===== src/rtl/md_fft_pkg.sv =====
// md_fft_pkg
// Shared types and helpers for the FFT framing path.
//   FFT_DATA_W     : width of one real/imag sample component
//   FFT_PTS_W      : width of the FFT length field (binary N, up to 32)
//   feeder_state_t : framing FSM states
//   fft_beat_t     : one stream beat {sop, eop, re, im}
//   fft_pts_legal  : true for the FFT lengths the core is built for
package md_fft_pkg;

  localparam int FFT_DATA_W = 32;
  localparam int FFT_PTS_W  = 6;

  typedef enum logic [1:0] {
    ST_IDLE   = 2'd0,
    ST_STREAM = 2'd1,
    ST_DONE   = 2'd2
  } feeder_state_t;

  typedef struct packed {
    logic                         sop;
    logic                         eop;
    logic signed [FFT_DATA_W-1:0] re;
    logic signed [FFT_DATA_W-1:0] im;
  } fft_beat_t;

  function automatic logic fft_pts_legal(input logic [FFT_PTS_W-1:0] pts);
    return (pts == FFT_PTS_W'(8)) || (pts == FFT_PTS_W'(16)) ||
           (pts == FFT_PTS_W'(32));
  endfunction

endpackage


===== src/rtl/fft_skid_buf.sv =====
// fft_skid_buf
// Two-entry valid/ready buffer carrying fft_beat_t. The output beat comes
// straight from the head register, and in_ready depends only on the fill
// count, so there is no combinational path from out_ready to in_ready.
//   clk, rst            : clock, asynchronous active-high reset
//   in_valid/in_ready   : upstream handshake, in_beat is the offered beat
//   out_valid/out_ready : downstream handshake, out_beat is the held beat
module fft_skid_buf
  import md_fft_pkg::*;
(
  input  logic      clk,
  input  logic      rst,
  input  logic      in_valid,
  output logic      in_ready,
  input  fft_beat_t in_beat,
  output logic      out_valid,
  input  logic      out_ready,
  output fft_beat_t out_beat
);

  logic [1:0] cnt_q, cnt_d;
  fft_beat_t  head_q, head_d;
  fft_beat_t  tail_q, tail_d;
  logic       push, pop;

  assign in_ready  = (cnt_q != 2'd2);
  assign out_valid = (cnt_q != 2'd0);
  assign out_beat  = head_q;
  assign push      = in_valid && in_ready;
  assign pop       = out_valid && out_ready;

  always_comb begin
    cnt_d  = cnt_q;
    head_d = head_q;
    tail_d = tail_q;
    case (cnt_q)
      2'd0: begin
        if (push) begin
          head_d = in_beat;
          cnt_d  = 2'd1;
        end
      end
      2'd1: begin
        // Push and pop together replace the head and keep occupancy at one.
        if (push && pop) begin
          head_d = in_beat;
        end else if (push) begin
          tail_d = in_beat;
          cnt_d  = 2'd2;
        end else if (pop) begin
          cnt_d  = 2'd0;
        end
      end
      default: begin
        // Full: in_ready is low, so only a pop can happen here.
        if (pop) begin
          head_d = tail_q;
          cnt_d  = 2'd1;
        end
      end
    endcase
  end

  always_ff @(posedge clk or posedge rst) begin
    if (rst) begin
      cnt_q  <= 2'd0;
      head_q <= '0;
      tail_q <= '0;
    end else begin
      cnt_q  <= cnt_d;
      head_q <= head_d;
      tail_q <= tail_d;
    end
  end

endmodule


===== src/rtl/fft_frame_feeder.sv =====
// fft_frame_feeder
// Frames an unframed complex sample stream into Avalon-ST frames for the FFT
// sink port. One batch of cfg_frames frames of cfg_pts samples is produced
// per accepted start pulse; sop/eop are tagged as samples enter the skid
// buffer, and the batch ends when the final eop leaves the buffer.
//   clk, rst                 : clock, asynchronous active-high reset
//   start, cfg_pts, cfg_frames: batch request and its configuration
//   busy, done, cfg_err      : batch status
//   in_valid/in_ready, in_real/in_imag : upstream sample stream
//   sink_*                   : Avalon-ST stream to the FFT core
//   fftpts_in                : FFT length latched for the current batch
module fft_frame_feeder
  import md_fft_pkg::*;
#(
  parameter int DATA_W = FFT_DATA_W,
  parameter int PTS_W  = FFT_PTS_W,
  parameter int FRM_W  = 16
) (
  input  logic              clk,
  input  logic              rst,
  input  logic              start,
  input  logic [PTS_W-1:0]  cfg_pts,
  input  logic [FRM_W-1:0]  cfg_frames,
  output logic              busy,
  output logic              done,
  output logic              cfg_err,
  input  logic              in_valid,
  output logic              in_ready,
  input  logic [DATA_W-1:0] in_real,
  input  logic [DATA_W-1:0] in_imag,
  output logic              sink_valid,
  input  logic              sink_ready,
  output logic              sink_sop,
  output logic              sink_eop,
  output logic [1:0]        sink_error,
  output logic [DATA_W-1:0] sink_real,
  output logic [DATA_W-1:0] sink_imag,
  output logic [PTS_W-1:0]  fftpts_in
);

  feeder_state_t    state_q, state_d;
  logic [PTS_W-1:0] pts_q, pts_d;
  logic [FRM_W-1:0] frames_q, frames_d;
  logic [PTS_W-1:0] samp_cnt_q, samp_cnt_d;
  logic [FRM_W-1:0] frm_cnt_q, frm_cnt_d;
  logic             cfg_err_q, cfg_err_d;

  logic             feed_open;
  logic             buf_in_valid;
  logic             buf_in_ready;
  logic             accept;
  logic             last_hs;
  fft_beat_t        in_beat;
  fft_beat_t        out_beat;

  // Intake is open only in STREAM and until the final eop has been tagged;
  // frm_cnt reaches the frame count exactly when that last sample enters.
  assign feed_open    = (state_q == ST_STREAM) && (frm_cnt_q != frames_q);
  assign in_ready     = feed_open && buf_in_ready;
  assign buf_in_valid = in_valid && feed_open;
  assign accept       = in_valid && in_ready;

  assign in_beat.sop = (samp_cnt_q == '0);
  assign in_beat.eop = (samp_cnt_q == pts_q - PTS_W'(1));
  assign in_beat.re  = in_real;
  assign in_beat.im  = in_imag;

  // Frames are at least 8 long and the buffer holds 2, so once every frame
  // has been tagged the only eop still able to reach the sink is the last.
  assign last_hs = sink_valid && sink_ready && sink_eop &&
                   (frm_cnt_q == frames_q);

  always_comb begin
    state_d    = state_q;
    pts_d      = pts_q;
    frames_d   = frames_q;
    samp_cnt_d = samp_cnt_q;
    frm_cnt_d  = frm_cnt_q;
    cfg_err_d  = 1'b0;
    case (state_q)
      ST_IDLE: begin
        if (start) begin
          if (fft_pts_legal(cfg_pts) && (cfg_frames != '0)) begin
            pts_d      = cfg_pts;
            frames_d   = cfg_frames;
            samp_cnt_d = '0;
            frm_cnt_d  = '0;
            state_d    = ST_STREAM;
          end else begin
            cfg_err_d  = 1'b1;
          end
        end
      end
      ST_STREAM: begin
        if (accept) begin
          if (in_beat.eop) begin
            samp_cnt_d = '0;
            frm_cnt_d  = frm_cnt_q + FRM_W'(1);
          end else begin
            samp_cnt_d = samp_cnt_q + PTS_W'(1);
          end
        end
        if (last_hs) begin
          state_d = ST_DONE;
        end
      end
      default: begin
        state_d = ST_IDLE;
      end
    endcase
  end

  always_ff @(posedge clk or posedge rst) begin
    if (rst) begin
      state_q    <= ST_IDLE;
      pts_q      <= '0;
      frames_q   <= '0;
      samp_cnt_q <= '0;
      frm_cnt_q  <= '0;
      cfg_err_q  <= 1'b0;
    end else begin
      state_q    <= state_d;
      pts_q      <= pts_d;
      frames_q   <= frames_d;
      samp_cnt_q <= samp_cnt_d;
      frm_cnt_q  <= frm_cnt_d;
      cfg_err_q  <= cfg_err_d;
    end
  end

  fft_skid_buf u_skid (
    .clk      (clk),
    .rst      (rst),
    .in_valid (buf_in_valid),
    .in_ready (buf_in_ready),
    .in_beat  (in_beat),
    .out_valid(sink_valid),
    .out_ready(sink_ready),
    .out_beat (out_beat)
  );

  assign sink_sop   = out_beat.sop;
  assign sink_eop   = out_beat.eop;
  assign sink_real  = out_beat.re;
  assign sink_imag  = out_beat.im;
  assign sink_error = 2'b00;
  assign fftpts_in  = pts_q;
  assign busy       = (state_q != ST_IDLE);
  assign done       = (state_q == ST_DONE);
  assign cfg_err    = cfg_err_q;

endmodule


===== config.mk =====
export PLATFORM = sky130hd
export DESIGN_NAME = fft_frame_feeder
export DESIGN_NICKNAME = d
export VERILOG_FILES = /design/src/rtl/md_fft_pkg.sv /design/src/rtl/fft_skid_buf.sv /design/src/rtl/fft_frame_feeder.sv
export SDC_FILE = /design/constraint.sdc
export NUM_CORES = 1
export LEC_CHECK = 0
export ABC_AREA = 1
export BUFFER_PORTS_ARGS = -buffer_cell sky130_fd_sc_hd__buf_2
export CAP_MARGIN = 5
export CORE_MARGIN = 5
export CORE_UTILIZATION = 35
export CTS_BUF_LIST = sky130_fd_sc_hd__clkbuf_2 sky130_fd_sc_hd__clkbuf_4 sky130_fd_sc_hd__clkbuf_8
export CTS_CLUSTER_DIAMETER = 100
export DETAILED_ROUTE_END_ITERATION = 10
export MAX_ROUTING_LAYER = met4
export SLEW_MARGIN = 20
export SYNTH_ARGS = -nofsm -noshare
export SYNTH_HDL_FRONTEND = slang
export SYNTH_SLANG_ARGS = --single-unit
export TNS_END_PERCENT = 20

===== constraint.sdc =====
create_clock -name clk -period 8.9 [get_ports clk]
set_clock_uncertainty 0.05 [all_clocks]
set_input_delay 1.335 -clock clk [delete_from_list [all_inputs] [get_ports clk]]
set_output_delay 1.335 -clock clk [all_outputs]
set_load 0.05 [all_outputs]

==> metrics.csv <==
metric,value,unit
nNetsFinal,1289,
grt_pass1_wl,35.4,mm
critPathMaxFanout,53,
maxCapViolCount,0,
synth_top_flop_cell,dfrtp_1,
async_flop_share,100,%
synth_most_common_cell,nand2_1,
peakVddDrop,0.000132,V
route.detailed.drc,0,
met1_usage,21.5,%
cts_buffer_depth,2,
yosysTopAreaCellShare,50.5,%
fin_crit,3830,ps
max_freq,261,MHz
hold_viol,0,
postCtsSetupRepairBufs,0,
final_antenna_net_count,0,
fp.dieH,170,um
antenna_found_initial,0,
via_per_inst,4.60,
pwr-share-comb,40.5,%
use_met3,2.81,%
holdWs,439,ps
netlist_area,8970,um2
dieArea,28900,um2
drt_wl_total,21.7,mm
synthTopCellsByCount,"nand2_1 (371), dfrtp_1 (181), inv_1 (87), mux2i_1 (64), nand2_2 (45)",
globalRouteMet2Util,23.6,%
tritoncts,built,
grt_setup_unrepaired,false,
antenna_cells,0,
core.rowCount,58,
arrival,2440,ps
dr.first_iter.drc_count,510,
track_usage,15.6,%
timing.setup.critical_path_class,reg2out,
first_pass_iters,5,
max_slew.worst_pin.slew,978,ps
clock_sinks,181,
initial_utilization,35.6,%
grt_start_max_net_pins,133,
clock_latency,480,ps
area_growth,15.8,%
slew_headroom,34.8,%
critPathRequiredTime,7520,ps
synth_area_leader_cell,dfrtp_1,
cp-end-kind,output port,
ys_warn_count,0,
finalMaxSlewViolations,0,
h-tree-depth,4,
p_leak,5.37,nW
cts-hold-fix-buffers,0,
synth.distinct_cells,29,
io_buffers,167,
ios,170,
routedWlPerCell,14.1,um
place_congestion,0.845,
fin_util,41.2,%
cts_resized,0,
syn_inst,1047,
critPathLaunchType,flop,
syn_avg_cell_area,8.56,um2
synthTopCellsByArea,"dfrtp_1 (51%), nand2_1 (16%), mux2i_1 (7.1%), o21ai_2 (3.9%), inv_1 (3.6%)",
grt.busiest_layer,met2,
grt_pass1_vias,6792,
hp-class,reg2reg,
grt_remaining_overflow,0,
path_clk_slew,100,ps
drive_above_1_share,26.0,%
finalSetupViolCount,0,
p_seq_share,41.4,%
outcome,"finished, final reports clean",
dp_hpwl,14.5,mm
power_frac_clock,18.1,%
power_density,305,nW/um2
vias,7058,
design.core.area,25200,um2
ys_seq_area_share,50.5,%
fin_crit_sh,43.0,%
cts_buffers,17,
power_switching_share,46.5,%
internal_power,1.69,mW
die-width,170,um
p_switching,1.47,mW
setup_tns,0,ps
synth_edf_count,0,
cts-root-buf,clkbuf_8,
ys_ff_latch,181,
## state kept, by name, indices dropped and copies added (netlist names)
register,flops
u_skid.out_beat,66
u_skid.tail_q,66
frames_q,16
frm_cnt_q,16
fftpts_in,6
samp_cnt_q,6
state_q,2
u_skid.cnt_q,2
cfg_err,1
## placed cells by master, fill, tap and decap left out, drive strengths merged
cell	synthesis	final
nor2	44	44
clkinv	0	6
nand2	417	417
nor3	11	11
buf	35	173
mux2i	64	64
clkbuf	11	17
nand3	37	37
o21ai	100	100
inv	102	109
nor4	2	2
nand4	21	21
clkinvlp	0	1
a21oi	9	9
conb	1	2
dfrtp	181	181
xor2	5	5
ha	4	4
xnor2	1	1
or2	2	2
## path summary, 6_finish.rpt
kind,to,from,slack (ps),cells after the start
setup / recovery,sink_valid,u_skid.cnt_q[1],5070,4
hold reg to reg,u_skid.out_beat[12],u_skid.out_beat[12],440,2
max in group asynchronous,u_skid.cnt_q[1],rst,6570,3
setup reg to reg,u_skid.out_beat[27],u_skid.cnt_q[1],5860,8
min in group asynchronous,u_skid.out_beat[20],rst,930,2
hold / removal,u_skid.out_beat[12],u_skid.out_beat[12],440,2
## power by group through the flow
stage               registers [mW]  logic (mW)  clock network, mW
finish                        1.31        1.28              0.573
global route                  1.36        1.42              0.624
CTS                           1.31        1.30              0.594
detailed placement            1.32        1.29                  0
global placement              1.32        1.28                  0
floorplan                     1.68       0.638                  0
## critical path: stages (launching register included)
cell and delay, ps:
dfrtp_4 600, buf_4 760, nor2_1 80, inv_1 140, buf_2 290
## cells by family (layout without fill, tap and decap cells)
| family | count (synthesis) | count (layout) | synth area share, % |
|---|---|---|---|
| AND/OR/NAND/NOR | 534 | 534 | 25.6 |
| flip-flops | 181 | 181 | 50.5 |
| buffers and inverters | 148 | 306 | 7.83 |
| AO/OA/AOI/OAI | 109 | 109 | 7.76 |
| multiplexers | 64 | 64 | 7.14 |
| XOR/XNOR | 6 | 6 | 0.586 |
| adder cells (fa/ha/maj) | 4 | 4 | 0.558 |
| other | 1 | 2 | 0.0418 |
## final cells by class
cell class	instances	area (um2)
Inverter	102	390
Clock buffer	17	234
Multi-Input combinational cell	719	3750
Clock inverter	14	164
Sequential cell	181	4530
Fill cell	2506	14800
Timing Repair Buffer	173	905
Tap cell	330	413
## through the flow
stage | std cells | instance area (um2) | setup slack, ps | total power [mW]
final | 1536 | 10400 | 5070 | 3.17
after global routing | 1536 | 10400 | 4950 | 3.40
after CTS | 1535 | 10400 | 5030 | 3.20
after detailed placement | 1504 | 9960 | 5580 | 2.62
after global placement | 1504 | 9960 | 5580 | 2.60
after floorplan | 1048 | 8970 | 2600 | 2.32
## metal layers
metal  vias up  wire length, um
li1       3600                -
met1      3315            10600
met2       125             9930
met3        18              939
met4         0              306
met5         -                0
No activity file was read; power rests on OpenSTA's default activity.
